[src/rtl/pixel_frame_sequencer.sv]
// Frame sequencer: pulls 8-bit pixels, pads the border with zeros and
// streams raster-ordered Q2.14 beats with row/col and frame markers.
//
// Ports:
//   clk, rst_n         clock, async active-low reset
//   start, busy, done  frame control (start pulse, busy level, done pulse)
//   s_valid, s_ready,
//   s_pixel            source pixel handshake, 8-bit unsigned pixel
//   m_valid, m_ready,
//   m_data             output beat handshake, Q2.14 data (0 on pad beats)
//   m_row, m_col       output position of the current beat
//   m_sof, m_eol,
//   m_eof              start of frame, end of line, end of frame
module pixel_frame_sequencer #(
    parameter int IMG_W = 28,
    parameter int IMG_H = 28,
    parameter int PAD   = 1,
    parameter int CW    = $clog2(
        ((IMG_W + 2*PAD) > (IMG_H + 2*PAD)
            ? (IMG_W + 2*PAD) : (IMG_H + 2*PAD)) + 1)
) (
    input  logic          clk,
    input  logic          rst_n,
    input  logic          start,
    output logic          busy,
    output logic          done,
    input  logic          s_valid,
    output logic          s_ready,
    input  logic [7:0]    s_pixel,
    output logic          m_valid,
    input  logic          m_ready,
    output logic [15:0]   m_data,
    output logic [CW-1:0] m_row,
    output logic [CW-1:0] m_col,
    output logic          m_sof,
    output logic          m_eol,
    output logic          m_eof
);

    localparam int OUT_W = IMG_W + 2*PAD;
    localparam int OUT_H = IMG_H + 2*PAD;

    localparam logic [CW-1:0] LAST_C = CW'(OUT_W - 1);
    localparam logic [CW-1:0] LAST_R = CW'(OUT_H - 1);
    localparam logic [CW-1:0] LO     = CW'(PAD);
    localparam logic [CW-1:0] IW     = CW'(IMG_W);
    localparam logic [CW-1:0] IH     = CW'(IMG_H);

    localparam logic [1:0] S_IDLE  = 2'd0;
    localparam logic [1:0] S_RUN   = 2'd1;
    localparam logic [1:0] S_DRAIN = 2'd2;
    localparam logic [1:0] S_DONE  = 2'd3;

    logic [1:0]    state;
    logic [CW-1:0] r;
    logic [CW-1:0] c;
    logic          is_data;
    logic          can_load;
    logic          load;
    logic          last;

    // r-LO wraps to a value above IH/IW when r<LO, so one unsigned
    // compare per axis covers both the low and the high border.
    always_comb begin
        is_data  = ((r - LO) < IH) && ((c - LO) < IW);
        can_load = (state == S_RUN) && (!m_valid || m_ready);
        load     = can_load && (!is_data || s_valid);
        last     = (r == LAST_R) && (c == LAST_C);
    end

    assign s_ready = can_load && is_data;
    assign busy    = (state != S_IDLE);
    assign done    = (state == S_DONE);

    always_ff @(posedge clk or negedge rst_n) begin
        if (!rst_n) begin
            state <= S_IDLE;
            r     <= '0;
            c     <= '0;
        end else begin
            unique case (state)
                S_IDLE: begin
                    if (start) begin
                        state <= S_RUN;
                        r     <= '0;
                        c     <= '0;
                    end
                end
                S_RUN: begin
                    if (load) begin
                        if (last) begin
                            state <= S_DRAIN;
                            r     <= '0;
                            c     <= '0;
                        end else if (c == LAST_C) begin
                            c <= '0;
                            r <= r + CW'(1);
                        end else begin
                            c <= c + CW'(1);
                        end
                    end
                end
                S_DRAIN: begin
                    if (m_valid && m_ready) state <= S_DONE;
                end
                S_DONE:  state <= S_IDLE;
                default: state <= S_IDLE;
            endcase
        end
    end

    // Output register: loads a new beat in the same cycle the old one
    // retires, so a steady m_ready gives one beat per clock.
    always_ff @(posedge clk or negedge rst_n) begin
        if (!rst_n) begin
            m_valid <= 1'b0;
            m_data  <= '0;
            m_row   <= '0;
            m_col   <= '0;
            m_sof   <= 1'b0;
            m_eol   <= 1'b0;
            m_eof   <= 1'b0;
        end else if (load) begin
            m_valid <= 1'b1;
            m_data  <= is_data ? {2'b00, s_pixel, 6'b0} : 16'h0000;
            m_row   <= r;
            m_col   <= c;
            m_sof   <= (r == '0) && (c == '0);
            m_eol   <= (c == LAST_C);
            m_eof   <= last;
        end else if (m_ready) begin
            m_valid <= 1'b0;
        end
    end

endmodule
[config.mk]
export PLATFORM = sky130hd
export DESIGN_NAME = pixel_frame_sequencer
export DESIGN_NICKNAME = d
export VERILOG_FILES = /design/src/rtl/pixel_frame_sequencer.sv
export SDC_FILE = /design/constraint.sdc
export NUM_CORES = 1
export LEC_CHECK = 0
export CORE_MARGIN = 4
export CORE_UTILIZATION = 44
export DETAILED_ROUTE_END_ITERATION = 8
export GPL_TIMING_DRIVEN = 0
export PLACE_DENSITY = 0.75
export SLEW_MARGIN = 20
export SYNTH_ARGS = -nofsm -noshare
export SYNTH_HDL_FRONTEND = slang
export SYNTH_SLANG_ARGS = --single-unit
[constraint.sdc]
create_clock -name clk -period 2.3 [get_ports clk]
set_input_delay 0.575 -clock clk [delete_from_list [all_inputs] [get_ports clk]]
set_output_delay 0.575 -clock clk [all_outputs]
set_load 0.05 [all_outputs]
* Yosys cells after proc, flatten, opt, wreduce, memory -nomap -nowiden
Cells that the tools add are included.
Widths: inputs -> output; s select.
** Storage, ports and cells
- Register bits :: 42
- Input bits :: 13
- Output and inout bits :: 33
** Cells by class
- Add/sub/neg operators :: 4
- Magnitude comparators :: 2
- Eq/ne operators :: 10
- Mux-type cells :: 17
- Reduce and logical (&&, ||, !) cells :: 20
** Operators with widths (count)
- $mux 5 :: 7
- $pmux 5 s2 :: 2
- $mux 14 :: 1
- $add 5x1->5 const B :: 2
- $eq 5x5->1 const B :: 2
- $logic_not 5->1 :: 2
- $lt 5x5->1 const B :: 2
- $sub 5x1->5 const B :: 2
- $mux 2 :: 4
- $ne 2x2->1 const B :: 4
- $pmux 2 s4 :: 1
- $reduce_and 4->1 :: 2
- $logic_and 1x1->1 :: 7
- $reduce_bool 2->1 :: 3
- $eq 2x2->1 const B :: 2
- $ne 3x2->1 const B :: 1
- $reduce_and 3->1 :: 1
- $eq 2x1->1 const B :: 1
- $logic_not 1->1 :: 2
- $logic_not 2->1 :: 1
- $logic_or 1x1->1 :: 2
- $mux 1 :: 2

* Longest topological paths before layout
Gate-level depths: netlist of run 1.
- Depth in word-level cells :: 8
- Mapped depth :: 10

* Worst setup path before layout of run 1
OpenSTA, ideal clock, no wires.
- Path type :: register to output
- Start :: register r[0]
- End :: output s_ready
- Arrival :: 1.754 ns
- Data required time :: 1.725 ns
- Setup slack :: -0.029 ns
- Stages on the path, launching flop included :: 8
- Cell sequence :: dfrtp_1 -> inv_1 -> ha_1 -> nor2b_1 -> o21ai_0 -> o21ai_2 -> a311oi_1 -> and2_1
** On the way
- Cells in the longest elaborated chain, start to end :: 4
** RTL lines
- start, declared :: line 55 : logic [CW-1:0] r;
- start signal, assigned :: line 97 : r <= r + CW'(1);
- $sub 5x1->5 :: line 65 : is_data = ((r - LO) < IH) && ((c - LO) < IW);
- $lt 5x5->1 :: line 65
- $logic_and 1x1->1 :: line 65
- $logic_and 1x1->1 :: line 71 : assign s_ready = can_load && is_data;
- end, declared :: line 28 : output logic s_ready,
Every way passes these cells.

* Worst setup path in the final report of run 1
Ends and elaborated chain as after synthesis.

==> summary.txt, run 1 <==
Logic synthesis
  • Post-synth EDFFs: 0
  • Post-synthesis async set-or-reset flop share: 100.0%
  • Post-synthesis instance area: 1899 sq um
  • Avg Inst Size Synth: 10.44 sq um
  • Largest family of logic cells by synthesized area: compound AO/OA/AOI/OAI gates
  • Post-synthesis mux area share: 4.150%
  • Yosys top cell area share: 44.80%
  • Post-synthesis sequential area ratio: 44.80%
  • Leading area contributor after synthesis: dfrtp_1
  • Synth area leaders: dfrtp_1, ha_1, mux2_1
  • Post-synthesis simple-gate area fraction: 14.43%
  • Post-synthesis compound-gate area fraction: 20.62%
  • Yosys cell types: 48
  • Top FF cell, synth: dfrtp_1
  • XOR/XNOR share of the synthesized area: 0.4611%
  • Synth Area in Adders: 7.246%
  • Post-Synthesis Cells: 182
  • Post-synthesis register bit count: 34
  • Ys Warns: 0

Worst setup path
  • Crit-path max FO: 6
  • Critical path's slowest cell: dfrtp_2
  • Crit Reg-Reg Endpoint: state[1]
  • Critical path class: reg -> out
  • Critical Path Stages: 7
  • Cell Chain, Critical Path: buf_6, o211a_1, o21ai_2, o21ai_2, a311oi_2, and2_4, buf_8
  • Worst path bufs/invs: 2
  • Crit path DAT: 1.84 ns
  • Worst EP required: 1.73 ns
  • Crit-path max cell delay: 0.42 ns
  • Worst r2r path cells: 8
  • Worst Setup Start Kind: flop
  • Worst r2r src: c[1]
  • Setup crit end kind: output port
  • CP delay by family, top: compound AO/OA/AOI/OAI gates
  • Critical Path Start: r[0]
  • Register-to-register setup slack: 0.08 ns
  • Cell seen most often among critical-path stages: o21ai_2

Power
  • Static Leak: 1.216 nW
  • Worst IR Drop VDD: 0.8410 mV
  • Comb power frac: 59.9%
  • Net switching power: 1.393 mW
  • Flop pwr share: 26.9%
  • P_int: 1.659 mW
  • Clock Power Share: 13.3%
  • Switching Share: 45.64%
  • Power per cell area: 1186 nW/um^2

Floorplan
  • Rows: 23
  • Die area: 5432 sq um
  • Die X-Extent: 73.70 um
  • Core ar.: 4086 sq um
  • Starting density of the core: 46.48%
  • Die Y: 73.70 um
  • I/O pin total: 46

STA
  • RSZ-0062 raised after global routing: yes
  • Max_slew headroom: 65.62%
  • Setup Skew: 0.005589 ns
  • Worst slew pin tran: 0.5142 ns
  • Achievable clock frequency: 414.4 MHz
  • Hold slack final: 0.2219 ns
  • Final number of hold-violating endpoints: 0
  • Final setup viols: 1
  • Final worst slack: -0.1131 ns
  • Final Max Tran Viols: 0
  • Final Cycle Share: 104.9%
  • Total Neg Setup Slack: -0.1131 ns
  • Min Tclk post-route: 2.413 ns

Clock network
  • Clock-pin slew on the worst setup and hold paths: 0.07 ns
  • CTS Buf Count: 5
  • H-tree depth: 2
  • Clock root cell: clkbuf_8
  • CTS tree: done
  • CTS max path bufs: 2
  • Skew-Pair Late Insertion Delay: 0.28 ns
  • CTS sink cnt: 34

Route
  • Via density: 5.253
  • DRT Wirelength: 4043 um
  • DR WL/cell: 13.80 um
  • DR DRC count: 0
  • DRT Pass-1 Iters: 4
  • Total number of vias: 1,539
  • Initial DRC Count: 80
  • Number of nets still failing antenna checks after routing: 0

Global route
  • Largest net degree at the start of global routing: 20
  • Overall Global Routing Usage: 15.92%
  • Initial antenna violation count: 0
  • First-pass GRT wire length: 6672 um
  • Gr ovfl total: 0
  • Vias in the first global route: 1,430

Cells and area
  • Post-route non-filler standard cell count: 293
  • Area growth syn-to-layout: 35.44%
  • Most frequent cells in the layout: clkdlybuf4s50_1, dfrtp_1, buf_4, nand2_1, ha_1
  • N_diodes: 0
  • Commonest non-fill, non-tap cell in the layout: clkdlybuf4s50_1
  • NumNets Final: 267
  • Share of layout cells above drive strength 1: 21.40%

Place
  • Setup WS pre-CTS: -0.7574 ns
  • DP HPWL: 2964 um
  • Inst Count DP: 277
  • # port buffers: 37
  • RD Place Congestion: 0.8033

Run status
  • Outcome: complete, but fails checks
  • Failing checks: setup timing

Min path
  • Hold WC Path Type: in -> async

Job
  • Max-Cap Viols: 0
==> area by class of cell <==
class                           instances  area (sq um)
Fill cell                             343          1514
Buffer                                 19         132.6
Sequential cell                        34         853.3
Multi-Input combinational cell        128         949.7
Tap cell                               50         62.56
Inverter                                8         30.03
Timing Repair Buffer                   47         467.9
Clock buffer                            7         76.32
==> synth_stat cells, types with 2 or more instances <==
| cell type | instances |
|---|---|
| dfrtp_1 | 34 |
| nand2_1 | 17 |
| ha_1 | 11 |
| buf_4 | 10 |
| o21ai_1 | 9 |
| a22o_1 | 8 |
| inv_1 | 8 |
| mux2_1 | 7 |
| nor2_1 | 7 |
| buf_2 | 6 |
| nand2b_1 | 6 |
| a21oi_1 | 5 |
| nand3_1 | 5 |
| nor2b_1 | 4 |
| o211ai_1 | 4 |
| and2_1 | 3 |
| nand4_1 | 3 |
| a31o_1 | 2 |
| a32o_1 | 2 |
| nor4_1 | 2 |
| o211a_1 | 2 |
==> worst max path at each step <==
stage                    to
floorplan           s_ready
global placement    s_ready
detailed placement  s_ready
CTS                 s_ready
global route        s_ready
finish              s_ready
==> power by group through the flow <==
stage / Clock [mW] / Combinational [mW] / Sequential, mW
3_5_place_dp: 0 / 1.66 / 0.855
6_report: 0.405 / 1.83 / 0.820
2_1_floorplan: 0 / 0.912 / 1.14
5_1_grt: 0.445 / 1.97 / 0.840
4_1_cts: 0.423 / 1.78 / 0.817
3_3_place_gp: 0 / 1.63 / 0.845
==> state kept, by name (all words and copies together), names as in the netlist <==
register / count
m_data: 8
c: 5
m_col: 5
m_row: 5
r: 5
state: 2
m_eof: 1
m_eol: 1
m_sof: 1
m_valid: 1
==> metal layers <==
| metal | track usage, % | vias up | routed length, um |
|---|---|---|---|
| met3 | 3.830 | 8 | 297 |
| met5 | 0 | - | 0 |
| met2 | 24.61 | 45 | 1843 |
| li1 | - | 765 | - |
| met4 | 7.243 | 0 | 76 |
| met1 | 20.96 | 721 | 1825 |
==> cells by family after synthesis <==
group                    Yosys count
AO/OA/AOI/OAI                     49
XOR/XNOR                           1
adder cells (fa/ha/maj)           11
buffers and inverters             27
flip-flops                        34
multiplexers                       7
other                              1
AND/OR/NAND/NOR                   52
==> through the flow <==
step / power, mW / utilization (%) / cell area (sq um)
floorplan: 2.052 / - / 1927
global placement: 2.475 / 57.75 / 2360
detailed placement: 2.512 / 58.30 / 2382
CTS: 3.016 / 61.73 / 2522
global route: 3.255 / 62.95 / 2572
finish: 3.052 / 62.95 / 2572
==> what timing repair did <==
action | CTS | global route
gates resized for setup | 14 | 12
hold buffers | 0 | 0
buffers inserted | 6 | 3
pin swaps | 0 | 2
setup endpoints to repair | 17 | 13
No activity file was read; power rests on OpenSTA's default activity.
==> run 2, diff against run 1 <==
--- a/config.mk
+++ b/config.mk
@@ -5,11 +5,12 @@
 export SDC_FILE = /design/constraint.sdc
 export NUM_CORES = 1
 export LEC_CHECK = 0
+export CAP_MARGIN = 10
 export CORE_MARGIN = 4
 export CORE_UTILIZATION = 44
 export DETAILED_ROUTE_END_ITERATION = 8
 export GPL_TIMING_DRIVEN = 0
-export PLACE_DENSITY = 0.75
+export PLACE_DENSITY = 0.76
 export SLEW_MARGIN = 20
 export SYNTH_ARGS = -nofsm -noshare
 export SYNTH_HDL_FRONTEND = slang
==> summary.txt, run 2 (synthesized netlist as in run 1, its figures left out) <==
Run status
  • Outcome: complete, but fails checks (unchanged)
  • Failing checks: setup timing (unchanged)

Cells and area
  • Commonest non-fill, non-tap cell in the layout: clkdlybuf4s50_1 (unchanged)
  • Share of layout cells above drive strength 1: 23.27% (was 21.40%)
  • Top reg by flops: m_data (unchanged)
  • Area growth syn-to-layout: 36.69% (was 35.44%)
  • Area of the multi-input gates: 952.2 sq um (was 949.7 sq um)
  • Filler cell count in the final layout: 353 (was 343)
  • N_diodes: 0 (unchanged)
  • Post-route cell area: 2596 sq um (was 2572 sq um)
  • NumNets Final: 268 (was 267)
  • Most frequent cells in the layout: clkdlybuf4s50_1, dfrtp_1, buf_4 (was clkdlybuf4s50_1, dfrtp_1, buf_4, nand2_1, ha_1)
  • Post-route non-filler standard cell count: 295 (was 293)
  • Reg area: 853.3 sq um (unchanged)
  • Number of flip-flops in the largest register: 8 (unchanged)

Global route
  • Largest net degree at the start of global routing: 20 (unchanged)
  • Vias in the first global route: 1,456 (was 1,430)
  • Initial antenna violation count: 0 (unchanged)
  • First-pass GRT wire length: 6713 um (was 6672 um)
  • Overall Global Routing Usage: 15.89% (was 15.92%)
  • Gr ovfl total: 0 (unchanged)

Worst setup path
  • Critical path class: reg -> out (unchanged)
  • Crit path DAT: 1.86 ns (was 1.84 ns)
  • Setup crit end kind: output port (unchanged)
  • Critical path's slowest cell: dfrtp_1 (was dfrtp_2)
  • Worst r2r src: r[1] (was c[1])
  • Crit-path max FO: 3 (was 6)
  • Worst Setup Start Kind: flop (unchanged)
  • Cell seen most often among critical-path stages: o21ai_2 (unchanged)
  • Register-to-register setup slack: 0.05 ns (was 0.08 ns)
  • Worst path bufs/invs: 2 (unchanged)
  • Worst r2r path cells: 9 (was 8)
  • CP delay by family, top: compound AO/OA/AOI/OAI gates (unchanged)
  • Crit-path max cell delay: 0.40 ns (was 0.42 ns)
  • Cell Chain, Critical Path: buf_4, o211a_1, o21ai_2, o21ai_2, a311oi_2, and2_4, buf_8 (was buf_6, o211a_1, o21ai_2, o21ai_2, a311oi_2, and2_4, buf_8)
  • Crit Reg-Reg Endpoint: state[1] (unchanged)
  • Worst EP required: 1.73 ns (about the same)

Place
  • Placed instance area: 2382 sq um (unchanged)
  • # port buffers: 37 (unchanged)
  • DP HPWL: 2962 um (was 2964 um)
  • RD Place Congestion: 0.8212 (was 0.8033)
  • Inst Count DP: 277 (unchanged)

STA
  • Final number of hold-violating endpoints: 0 (unchanged)
  • Final Max Tran Viols: 0 (unchanged)
  • RSZ-0062 raised after global routing: yes (unchanged)
  • Final setup viols: 1 (unchanged)
  • Max_slew headroom: 65.92% (was 65.62%)
  • Min Tclk post-route: 2.439 ns (was 2.413 ns)
  • Setup Skew: 0.003753 ns (was 0.005589 ns)
  • Final worst slack: -0.1388 ns (was -0.1131 ns)
  • Worst slew pin tran: 0.5096 ns (was 0.5142 ns)
  • Achievable clock frequency: 410.0 MHz (was 414.4 MHz)
  • Final Cycle Share: 106.0% (was 104.9%)
  • Hold slack final: 0.2107 ns (was 0.2219 ns)

Route
  • DR DRC count: 0 (unchanged)
  • DRT Pass-1 Iters: 4 (unchanged)
  • Initial DRC Count: 63 (was 80)
  • Total number of vias: 1,565 (was 1,539)
  • Number of nets still failing antenna checks after routing: 0 (unchanged)
  • DRT Wirelength: 4027 um (was 4043 um)
  • DR WL/cell: 13.65 um (was 13.80 um)
  • Via density: 5.305 (was 5.253)

Clock network
  • Clock root cell: clkbuf_8 (unchanged)
  • CTS tree: done (unchanged)
  • CTS sink cnt: 34 (unchanged)
  • Clock-pin slew on the worst setup and hold paths: 0.06 ns (was 0.07 ns)
  • Hold buffers post-CTS: 0 (unchanged)
  • CTS Buf Count: 5 (unchanged)
  • Skew-Pair Late Insertion Delay: 0.28 ns (about the same)
  • CTS max path bufs: 2 (unchanged)
  • H-tree depth: 2 (unchanged)

Job
  • Max-Cap Viols: 0 (unchanged)

Floorplan
  • Die Y: 73.70 um (unchanged)
  • Die X-Extent: 73.70 um (unchanged)
  • Starting density of the core: 46.48% (unchanged)
  • Die area: 5432 sq um (unchanged)
  • Rows: 23 (unchanged)
  • Core ar.: 4086 sq um (unchanged)
  • I/O pin total: 46 (unchanged)

Power
  • Power per cell area: 1189 nW/um^2 (was 1186 nW/um^2)
  • Total power: 3.086 mW (was 3.052 mW)
  • Clock Power Share: 14.4% (was 13.3%)
  • Comb power frac: 59.0% (was 59.9%)
  • Static Leak: 1.246 nW (was 1.216 nW)
  • P_int: 1.693 mW (was 1.659 mW)
  • Switching Share: 45.13% (was 45.64%)
  • Flop pwr share: 26.7% (was 26.9%)
  • Net switching power: 1.393 mW (about the same)
  • Worst IR Drop VDD: 0.7658 mV (was 0.8410 mV)

Min path
  • Hold WC Path Type: in -> async (unchanged)
run 2: per-stage QoR:
step	worst slack (ns)	util (%)	setup TNS, ns
after CTS	-0.1780	61.88	-0.1780
after floorplan	0.09493	-	0
after global placement	-0.6945	57.75	-1.820
after global routing	-0.2550	63.53	-0.2864
final	-0.1388	63.53	-0.1388
after detailed placement	-0.7643	58.30	-1.198
run 2: final cells by class:
type                       instances  area share, %
buffer                            18          4.819
clock buffer                       7          3.325
clock inverter                     1         0.1928
inverter                           8          1.157
multi-input combinational        128          36.67
sequential                        34          32.87
tap                               50          2.410
timing repair buffer              49          18.55
run 2: layer usage:
metal  global-route usage, %  wire, um  vias up
met5                       0         0        -
met4                   5.835        49        0
met3                   6.430       345        7
met2                   24.21      1798       45
met1                   20.19      1833      745
li1                        -         -      768
run 2: how the worst max path moves through the flow:
stage / start / endpoint / slack (ns) / cells past startpoint
2_1_floorplan: r[0] / s_ready / 0.09 / 7
3_3_place_gp: r[0] / s_ready / -0.69 / 8
3_5_place_dp: r[0] / s_ready / -0.76 / 8
4_1_cts: c[1] / s_ready / -0.18 / 7
5_1_grt: r[1] / s_ready / -0.26 / 7
6_report: r[1] / s_ready / -0.14 / 7
run 2: timing repair:
item                       4_1_cts  5_1_grt
resized for setup               12       13
setup endpoints to repair       14       17
buffers inserted                 6        5
pin swaps                        0        3
run 2: power by group through the flow:
stage                     Combinational, mW  Sequential [mW]  Clock, mW
after global placement                 1.63            0.848          0
after detailed placement               1.65            0.856          0
after floorplan                       0.912             1.14          0
after CTS                              1.76            0.821      0.459
after global routing                   1.98            0.841      0.492
final                                  1.82            0.823      0.444
==> run 3, diff against run 2 <==
--- a/config.mk
+++ b/config.mk
@@ -11,6 +11,7 @@
 export DETAILED_ROUTE_END_ITERATION = 8
 export GPL_TIMING_DRIVEN = 0
 export PLACE_DENSITY = 0.76
+export SETUP_SLACK_MARGIN = 0.5
 export SLEW_MARGIN = 20
 export SYNTH_ARGS = -nofsm -noshare
 export SYNTH_HDL_FRONTEND = slang
==> summary.txt, run 3 (synthesized netlist as in run 1, its figures left out) <==
Run status
  • Outcome: complete, but fails checks (unchanged)
  • Failing checks: setup timing (unchanged)

STA
  • Max_slew headroom: 66.17% (was 65.92%)
  • Final Cycle Share: 105.2% (was 106.0%)
  • Total Neg Setup Slack: -0.1196 ns (was -0.1388 ns)
  • Final setup viols: 1 (unchanged)
  • Final worst slack: -0.1196 ns (was -0.1388 ns)
  • Final Max Tran Viols: 0 (unchanged)
  • Min Tclk post-route: 2.420 ns (was 2.439 ns)
  • Setup Skew: 0.009540 ns (was 0.003753 ns)
  • RSZ-0062 raised after global routing: yes (unchanged)
  • Worst slew pin tran: 0.5094 ns (was 0.5096 ns)
  • Achievable clock frequency: 413.3 MHz (was 410.0 MHz)
  • Final number of hold-violating endpoints: 0 (unchanged)

Worst setup path
  • Register-to-register setup slack: 0.09 ns (was 0.05 ns)
  • Crit path DAT: 1.84 ns (was 1.86 ns)
  • Worst Setup Start Kind: flop (unchanged)
  • Critical path class: reg -> out (unchanged)
  • Setup crit end kind: output port (unchanged)
  • Crit-path max FO: 4 (was 3)
  • Worst EP required: 1.73 ns (about the same)

Clock network
  • CTS Buf Count: 5 (unchanged)
  • CTS max path bufs: 2 (unchanged)
  • Clock root cell: clkbuf_8 (unchanged)
  • H-tree depth: 2 (unchanged)
  • Clock-pin slew on the worst setup and hold paths: 0.07 ns (was 0.06 ns)
  • Hold buffers post-CTS: 0 (unchanged)
  • Skew-Pair Late Insertion Delay: 0.29 ns (was 0.28 ns)
  • CTS tree: done (unchanged)
  • CTS sink cnt: 34 (unchanged)

Cells and area
  • NumNets Final: 282 (was 268)
  • Post-route non-filler standard cell count: 309 (was 295)
  • Number of flip-flops in the largest register: 8 (unchanged)
  • Filler cell count in the final layout: 298 (was 353)
  • Area growth syn-to-layout: 53.10% (was 36.69%)
  • N_diodes: 0 (unchanged)
  • Commonest non-fill, non-tap cell in the layout: dfrtp_1 (was clkdlybuf4s50_1)
  • Util after Layout: 71.16% (was 63.53%)
  • Most frequent cells in the layout: dfrtp_1, buf_4, dlygate4sd2_1 (was clkdlybuf4s50_1, dfrtp_1, buf_4)
  • Top reg by flops: m_data (unchanged)
  • Share of layout cells above drive strength 1: 39.38% (was 23.27%)

Job
  • Max-Cap Viols: 0 (unchanged)

Route
  • Number of nets still failing antenna checks after routing: 0 (unchanged)
  • DR DRC count: 0 (unchanged)
  • Via density: 5.262 (was 5.305)
  • DR WL/cell: 16.04 um (was 13.65 um)
  • DRT Pass-1 Iters: 4 (unchanged)
  • DRT Wirelength: 4957 um (was 4027 um)
  • Total number of vias: 1,626 (was 1,565)
  • Initial DRC Count: 57 (was 63)

Global route
  • First-pass GRT wire length: 7928 um (was 6713 um)
  • Initial antenna violation count: 0 (unchanged)
  • Gr ovfl total: 0 (unchanged)
  • Largest net degree at the start of global routing: 31 (was 20)
  • Vias in the first global route: 1,588 (was 1,456)
  • Overall Global Routing Usage: 19.14% (was 15.89%)

Floorplan
  • Die area: 5432 sq um (unchanged)
  • I/O pin total: 46 (unchanged)
  • Starting density of the core: 46.48% (unchanged)
  • Rows: 23 (unchanged)
  • Die Y: 73.70 um (unchanged)
  • Die X-Extent: 73.70 um (unchanged)
  • Core ar.: 4086 sq um (unchanged)

Place
  • Setup WS pre-CTS: -0.6778 ns (was -0.7643 ns)
  • DP HPWL: 3001 um (was 2962 um)
  • # port buffers: 37 (unchanged)
  • RD Place Congestion: 0.8267 (was 0.8212)
  • Inst Count DP: 277 (unchanged)

Min path
  • Hold WC Path Type: in -> async (unchanged)

Power
  • Static Leak: 1.462 nW (was 1.246 nW)
  • Worst IR Drop VDD: 0.8837 mV (was 0.7658 mV)
  • Power per cell area: 1279 nW/um^2 (was 1189 nW/um^2)
-- run 3: cell types whose count changed in the layout (fill, tap and decap cells not counted), sizes merged --
cell           before  now
clkdlybuf4s50      33   11
dlygate4sd2         1   17
buf                32   46
clkdlybuf4s15       0    3
bufbuf              0    1
bufinv              0    1
clkbuf              7    8
clkinv              1    2
dlymetal6s2s        1    0
-- run 3: cell type report --
class                      instances  area (sq um)  share of cell area (%)
timing repair buffer              62         589.3                   20.27
multi-input combinational        128          1106                   38.04
inverter                           8         32.53                   1.119
clock inverter                     3         40.04                   1.377
buffer                            19         153.9                   5.293
sequential                        34         854.6                   29.39
tap                               50         62.56                   2.151
clock buffer                       5         68.82                   2.367
-- run 3: report_power, final --
| part | total, mW | internal [mW] | switching, mW |
|---|---|---|---|
| clock network | 0.541 | 0.319 | 0.222 |
| registers | 0.837 | 0.739 | 0.0984 |
| logic | 2.34 | 1.03 | 1.31 |
-- run 3: timing repair --
action                     4_1_cts  5_1_grt
hold endpoints to repair         0        0
setup endpoints to repair       59       41
buffers inserted                17        5
gates resized for setup         64       23
cloned                           2        0
pin swaps                        8        2
-- run 3: worst max-delay path: stages, from the launching register on --
cell,delay (ns)
dfrtp_2,0.43
buf_6,0.12
o211a_1,0.19
o21ai_1,0.15
o21ai_2,0.10
a311oi_2,0.23
and2_4,0.19
buf_8,0.14
-- run 3: final timing paths --
kind / end / cells after the start / from
max reg2reg: state[1] / 8 / c[1]
max in group asynchronous: c[0] / 2 / rst_n
max: s_ready / 7 / r[1]
min: m_row[0] / 1 / rst_n
min reg2reg: m_row[1] / 2 / m_row[1]
min in group clk: m_row[1] / 2 / m_row[1]
-- run 3: per-stage QoR --
stage	instance area, sq um	hold WS (ns)	power, mW
floorplan	2054	0.2794	2.217
global placement	2487	0.4657	2.659
detailed placement	2502	0.4062	2.679
CTS	2825	0.09452	3.529
global route	2908	0.09789	3.931
finish	2908	0.09177	3.719
-- run 3: per-layer routing --
layer  share of wire [%]  vias up  track usage (%)
met5                   0        -                0
met4                0.97        0            4.829
met3                 5.2        6            4.514
met2                  50       39            31.89
met1                  44      789            24.94
li1                    -      792                -
